**config.mk**
```make
export PLATFORM = sky130hd
export DESIGN_NAME = clock_step_ctrl
export DESIGN_NICKNAME = d
export VERILOG_FILES = /design/src/rtl/clock_ctrl_pkg.sv /design/src/rtl/tick_prescaler.sv /design/src/rtl/clock_step_ctrl.sv
export SDC_FILE = /design/constraint.sdc
export NUM_CORES = 1
export LEC_CHECK = 0
export CAP_MARGIN = 20
export CORE_MARGIN = 3
export CORE_UTILIZATION = 35
export DETAILED_ROUTE_END_ITERATION = 10
export GPL_ROUTABILITY_DRIVEN = 0
export HOLD_SLACK_MARGIN = 0.02
export PLACE_DENSITY_LB_ADDON = 0.08
export SLEW_MARGIN = 0
export SYNTH_ARGS = -nofsm -noshare
export SYNTH_HDL_FRONTEND = slang
export SYNTH_HIERARCHICAL = 1
export SYNTH_SLANG_ARGS = --single-unit
```
**constraint.sdc**
```tcl
create_clock -name clk -period 4.4 [get_ports clk]
set_input_delay 0.88 -clock clk [delete_from_list [all_inputs] [get_ports clk]]
set_output_delay 0.88 -clock clk [all_outputs]
set_load 0.1 [all_outputs]
```
**src/rtl/clock_ctrl_pkg.sv**
```systemverilog
// Shared types and default widths for the SAP-1 clock-enable scheduler.
package clock_ctrl_pkg;

    localparam int unsigned DIV_WIDTH_DEF = 24;
    localparam int unsigned CNT_WIDTH_DEF = 8;

    typedef enum logic [1:0] {
        MANUAL = 2'd0,
        AUTO   = 2'd1,
        HALTED = 2'd2
    } state_e;

endpackage

```
**src/rtl/tick_prescaler.sv**
```systemverilog
// Auto-mode rate divider: asserts tick once every max(div,1) enabled cycles.
module tick_prescaler
    import clock_ctrl_pkg::*;
#(
    parameter int unsigned DIV_WIDTH = DIV_WIDTH_DEF
) (
    input  logic                 clk,
    input  logic                 clr,
    input  logic                 clear,
    input  logic                 en,
    input  logic [DIV_WIDTH-1:0] div,
    output logic                 tick
);

    logic [DIV_WIDTH-1:0] cnt_q;
    logic [DIV_WIDTH-1:0] cnt_d;
    logic [DIV_WIDTH-1:0] last;

    // >= rather than == so lowering div below the running count ends the period at once
    always_comb begin
        last = (div == '0) ? '0 : div - DIV_WIDTH'(1);
        tick = en && (cnt_q >= last);
    end

    always_comb begin
        cnt_d = cnt_q;
        if (clear) begin
            cnt_d = '0;
        end else if (en) begin
            cnt_d = tick ? '0 : cnt_q + DIV_WIDTH'(1);
        end
    end

    always_ff @(posedge clk) begin
        if (!clr) begin
            cnt_q <= '0;
        end else begin
            cnt_q <= cnt_d;
        end
    end

endmodule

```
**src/rtl/clock_step_ctrl.sv**
```systemverilog
// CPU clock-enable scheduler: manual single-step, auto free-run, sticky halt.
module clock_step_ctrl
    import clock_ctrl_pkg::*;
#(
    parameter int unsigned DIV_WIDTH = DIV_WIDTH_DEF,
    parameter int unsigned CNT_WIDTH = CNT_WIDTH_DEF
) (
    input  logic                 clk,
    input  logic                 clr,
    input  logic                 step_pb_down,
    input  logic                 mode_pb_down,
    input  logic                 hlt,
    input  logic [DIV_WIDTH-1:0] div,
    output logic                 cpu_ce,
    output logic                 mode_auto,
    output logic                 halted,
    output logic [CNT_WIDTH-1:0] cycle_count
);

    state_e               state_q;
    state_e               state_d;
    logic                 cpu_ce_q;
    logic                 cpu_ce_d;
    logic [CNT_WIDTH-1:0] count_q;
    logic [CNT_WIDTH-1:0] count_d;
    logic                 psc_clear;
    logic                 psc_en;
    logic                 psc_tick;
    logic                 fire_ok;

    tick_prescaler #(
        .DIV_WIDTH(DIV_WIDTH)
    ) u_prescaler (
        .clk  (clk),
        .clr  (clr),
        .clear(psc_clear),
        .en   (psc_en),
        .div  (div),
        .tick (psc_tick)
    );

    always_ff @(posedge clk) begin
        if (!clr) begin
            state_q  <= MANUAL;
            cpu_ce_q <= 1'b0;
            count_q  <= '0;
        end else begin
            state_q  <= state_d;
            cpu_ce_q <= cpu_ce_d;
            count_q  <= count_d;
        end
    end

    always_comb begin
        state_d = state_q;
        if (hlt) begin
            state_d = HALTED;
        end else if (mode_pb_down) begin
            case (state_q)
                MANUAL:  state_d = AUTO;
                AUTO:    state_d = MANUAL;
                default: state_d = state_q;
            endcase
        end
    end

    // hlt and a mode press both suppress any enable that would coincide with them
    always_comb begin
        fire_ok   = !hlt && !mode_pb_down;
        psc_clear = mode_pb_down && (state_q != HALTED);
        psc_en    = (state_q == AUTO) && !hlt;
        cpu_ce_d  = 1'b0;
        case (state_q)
            MANUAL:  cpu_ce_d = fire_ok && step_pb_down;
            AUTO:    cpu_ce_d = fire_ok && psc_tick;
            default: cpu_ce_d = 1'b0;
        endcase
        count_d     = count_q + CNT_WIDTH'(cpu_ce_q);
        cpu_ce      = cpu_ce_q;
        mode_auto   = (state_q == AUTO);
        halted      = (state_q == HALTED);
        cycle_count = count_q;
    end

endmodule
```
Word-level counts from Yosys, hierarchy flattened
Cells that the tools add are included.

cells by class
  mux-type cells = 6
  eq/ne operators = 3
  reduce and logical (&&, ||, !) cells = 17
  shift-type cells = 0
  order comparisons = 1
  $add $sub $neg = 3
  bitwise logic cells = 1
  divide/modulo/power cells = 0
  multiply operators = 0

operator list
  operator                                                               number
  24-bit two-way mux                                                     2
  24-bit by 1-bit adder with 24-bit output (second input constant)       1
  24-bit >= comparator                                                   1
  24-bit logical NOT                                                     1
  24-bit by 1-bit subtractor with 24-bit output (second input constant)  1
  8-bit by 1-bit adder with 8-bit output                                 1
  1-bit logical AND                                                      6
  2-bit two-way mux                                                      2
  2-bit one-hot mux with 2 select lines                                  1
  2-bit AND reduction                                                    2
  2-bit nonzero test                                                     2
  2-bit OR reduction                                                     2
  3-bit nonzero test                                                     1
  2-bit by 1-bit == test with 1-bit output (second input constant)       1
  2-bit == test (second input constant)                                  1
  1-bit logical NOT                                                      2
  2-bit logical NOT                                                      1
  2-bit inequality test (second input constant)                          1
  1-bit one-hot mux with 2 select lines                                  1
  1-bit NOT                                                              1

storage, ports and cells
  RAM bits = 0
  memories kept = 0
  memory bits (read-only) = 0
  bits in latches = 0
  register bits = 35

Longest topological paths before layout
  depth in word-level cells = 6
  gate-level depth with buffers = 16
  mapped depth without buffers = 15

By module
Netlist, hierarchy kept.

by module, submodules not included
  module           cells each  area each (µm²)  seq. area each (µm²)  times used
  tick_prescaler   282         2,218.4          480.5                 1
  clock_step_ctrl  50          481.7            220.2                 1

Worst setup path after synthesis
OpenSTA, ideal clock, no wires.

  path kind = input port to flip-flop
  start = input port div[7]
  end = register cpu_ce_q (netlist: cpu_ce)
  data required time = 4,308 ps
  cell stages on the path = 15
  data arrival time = 3,965 ps
  library setup time = 92 ps
  setup slack = 343 ps
  path through = nor4_4 -> nand4_2 -> or2_4 -> or4_4 -> xnor2_2 -> nand2_1 -> ha_1 -> nand4_1 -> nor4_1 -> nor3b_2 -> o211ai_2 -> a31oi_1 -> buf_2 -> mux2i_1 -> nor4_1

on the way
  cells in the longest elaborated chain, start to end = 6
  elaborated cells between the ends (all ways) = 7
  those cells by class = add/sub: 1; order compare: 1; mux: 2; reduce/logical: 3

ends and longest elaborated chain
  what                                                                                        RTL line               text
  from (decl)                                                                                 clock_step_ctrl.sv:13  input logic [DIV_WIDTH-1:0] div,
  24-bit by 1-bit subtractor with 24-bit output / 24-bit logical NOT (equally long branches)  tick_prescaler.sv:21   last = (div == '0) ? '0 : div - DIV_WIDTH'(1);
  24-bit two-way mux (*)                                                                      tick_prescaler.sv:21
  24-bit >= comparator (*)                                                                    tick_prescaler.sv:22   tick = en && (cnt_q >= last);
  1-bit logical AND (*)                                                                       tick_prescaler.sv:22
  via psc_tick                                                                                clock_step_ctrl.sv:28  logic psc_tick;
  1-bit logical AND (*)                                                                       clock_step_ctrl.sv:75  AUTO: cpu_ce_d = fire_ok && psc_tick;
  1-bit one-hot mux with 2 select lines (*)                                                   clock_step_ctrl.sv:73  case (state_q)
  to (signal assigned)                                                                        clock_step_ctrl.sv:49  cpu_ce_q <= cpu_ce_d;
  to (decl)                                                                                   clock_step_ctrl.sv:22  logic cpu_ce_q;

Mark *: on every way through the listed nets, which the timed path passes. The rest lies on a longest branch.
A chain may end at the register's enable or synchronous reset.

Final worst setup path
  start = input port div[3]
  end = register cpu_ce_q (netlist: cpu_ce)

The elaborated chain is that of the path after synthesis.

==> metrics.txt <==
first-pass GRT wire length 10.2 mm; htree depth 2; Die H between 90 and 100 microns; Post-synth EDFFs 0; Reg area around 700 sq um; Via-to-Cell Ratio 4.94; clock root cell clkbuf_8; CTS tree yes; critical path, cell by cell clkdlybuf4s50_1 -> nor3_4 -> nand4_2 -> or2_4 -> or4_4 -> xnor2_2 -> nand2_1 -> ha_1 -> nand4_1 -> nor4_4 -> nor3b_4 -> o211ai_2 -> a31oi_2 -> buf_4 -> mux2i_1 -> nor4_1; post-synth cell types just over 50; final WL about 6.3 mm; clock slew at reported path FFs 0.07 ns; Skew-Pair Late Insertion Delay 0.29 ns; largest area contributor in the netlist dfxtp_1; via count roughly 2500; # fillers 767; clock sink count 35; power consumption roughly 0.00074 W; setup repair after global routing missed its margin no; CP startpoint kind primary input; Crit path required time about 4.6 ns; Post-synth top flop dfxtp_1; Residual DRC 0; Core Region between 7000 and 8000 sq um; status complete, no violations; WS Path Type primary input to flip-flop; Crit path largest cell delay about 0.46 ns; share of cells above drive strength 1 between 15 and 20%; CTS Buf Count 5; CP max stage cell clkdlybuf4s50_1; Wirelength per Cell roughly 12 microns; Slew Limit Fails 0; Final Critical Period 4.14 ns; max_cap viols 0; Core Rows 31; Yosys top cell area share approximately a quarter; # setup viols final 0; Initial Util 36.6%; Slew HR between 30% and 40%; register area share after synthesis 25.9%; Final #Nets ~460; Ports 40; Synth-to-Final Area Change 34.8%; final hold violation count 0; P_leak between 1.5 and 2 nW; number of global-route vias before repair between 2000 and 2500; DIE AREA approximately 8800 sq um; pin count of the biggest net entering global routing 26; Total GRT Usage about 14%; Die X around 94 microns; CP arrival approximately 4.3 ns; Worst-Margin Slew between 0.9 and 1 ns; ant diodes 0; PortBufs 39; multi-input logic area between 1500 and 2000 sq um; hold slack ~0.49 ns; number of synthesis warnings 6; # hold bufs at CTS 0; Syn Area/Cell 8.13 sq um; CTS Buffer Depth 2; cell family with most CP delay simple AND/OR/NAND/NOR gates; post-synth net total 390; Power Density 202 nW/um^2; cell count after synthesis around 330; antenna violations before repair 0; Area contributors post-synth dfxtp_1 26%, ha_1 13%, xor2_1 7.5%; HPWL after detailed placement approximately 5 mm; share of synthesized flip-flops with an asynchronous set or reset 0%; Highest Clock Rate 0.242 GHz; flop and latch count out of synthesis 35; Setup crit end kind flip-flop; total congestion overflow 0; clk_skew between 0.01 and 0.015 ns; Hold Path Class flip-flop to flip-flop; fin crit share 94.1%; CP max FO 4; Mapped Area 2700 sq um; peak supply drop about 0.12 mV; Routed Antenna Nets 0; crit path buf inv count 2; Pre-Repair DR Iteration Count 4; Starting DRT DRC Count 43
## cells in the mapped netlist (all sizes together), types with 3 or more instances
library cell / count
or3: 5
nor2: 19
nor3: 27
a21oi: 10
buf: 4
nand2b: 8
xnor2: 20
mux2i: 3
xor2: 23
and3: 6
ha: 29
dfxtp: 35
inv: 7
nor3b: 3
nor2b: 6
and2: 7
nor4: 8
nand2: 52
clkbuf: 5
nand4: 13
o21ai: 7
nand3: 14
## cell usage in the layout (no fill, tap or decap), drive strengths merged, types with 2 or more instances in the layout
cell	Yosys	layout
nor4	8	8
o21ai	7	7
nand4	13	13
and3	6	6
or3	5	5
mux2i	3	3
buf	4	36
nand2b	8	8
clkinv	0	2
a21oi	10	10
xor2	23	23
clkbuf	5	5
or4	2	2
nor2	19	19
inv	7	7
ha	29	29
and2	7	7
o211ai	2	2
a31oi	2	2
nor3b	3	3
nor2b	6	6
nor3	27	27
dlymetal6s2s	0	7
clkdlybuf4s50	0	32
nand2	52	52
nand3	14	14
xnor2	20	20
dfxtp	35	35
a211oi	2	2
## cell type report
type                    instances  share of cell area, %
clock buffers                   5                   1.89
clock inverters                 3                   1.20
inverters                       7                  0.722
multi-input cells             281                   54.6
flip-flops and latches         35                   19.2
well taps                      99                   3.40
repair buffers                 75                   19.0
## flip-flops by register name, indices dropped and copies added, names as in the netlist
name and count:
cycle_count 8, u_prescaler/cnt_q 24, state_q 2, cpu_ce 1
## logic make-up (layout without fill, tap and decap cells)
family | after synthesis | after routing | share of synthesized area [%]
compound gates | 31 | 31 | 7.41
xor+xnor | 43 | 43 | 14.2
fa+ha+maj | 29 | 29 | 13.4
buf+inv | 16 | 90 | 2.60
flops | 35 | 35 | 25.9
mux | 3 | 3 | 1.11
simple gates | 175 | 175 | 35.3
## power breakdown
group / switching, W / internal [W]
registers: 0.00000204 / 0.000318
clock network: 0.000123 / 0.000169
logic: 0.0000624 / 0.0000609
total: 0.000188 / 0.000548
## routing by layer
| layer | GRT usage [%] | routed length, microns | vias to the layer above | part of all wire, % |
|---|---|---|---|---|
| met5 | 0 | 0 | - | 0 |
| met4 | 2.65 | 18 | 0 | 0.29 |
| met3 | 2.72 | 153 | 2 | 2.4 |
| met2 | 23.0 | 3010 | 21 | 48 |
| met1 | 19.4 | 3100 | 1141 | 49 |
| li1 | - | - | 1330 | - |
## what timing repair did
| action | in CTS | in global routing |
|---|---|---|
| setup endpoints to repair | 18 | 21 |
| resized for setup | 1 | 16 |
| buffers inserted | 0 | 3 |
| pin swaps | 0 | 10 |
| cloned | 0 | 0 |
## worst register-to-register path, cell delays in order (launching register included)
cell	delay [ns]
dfxtp_1	0.34
ha_1	0.31
nand4_1	0.19
nor4_4	0.36
nor3b_4	0.24
o211ai_2	0.12
a31oi_2	0.23
buf_4	0.16
mux2i_1	0.07
nor4_1	0.21
## worst paths after layout
kind / slack (ns) / start / end / cells after the start
setup / recovery: 0.26 / div[3] / cpu_ce / 16
hold / removal: 0.49 / cycle_count[6] / cycle_count[6] / 2
setup reg to reg: 2.08 / u_prescaler/cnt_q[21] / cpu_ce / 9
hold reg to reg: 0.49 / cycle_count[6] / cycle_count[6] / 2
## per-stage QoR
step	setup slack [ns]	setup TNS (ns)	util [%]	instance area [sq um]	std cells
4_1_cts	0.0529	0	48.2	3550	502
3_5_place_dp	-0.322	-6.38	46.6	3430	494
5_1_grt	0.00765	0	49.4	3640	505
3_3_place_gp	-0.185	-3.46	46.6	3430	494
2_1_floorplan	0.343	0	-	2700	332
6_report	0.259	0	49.4	3640	505
(Power assumes the default switching activity.)
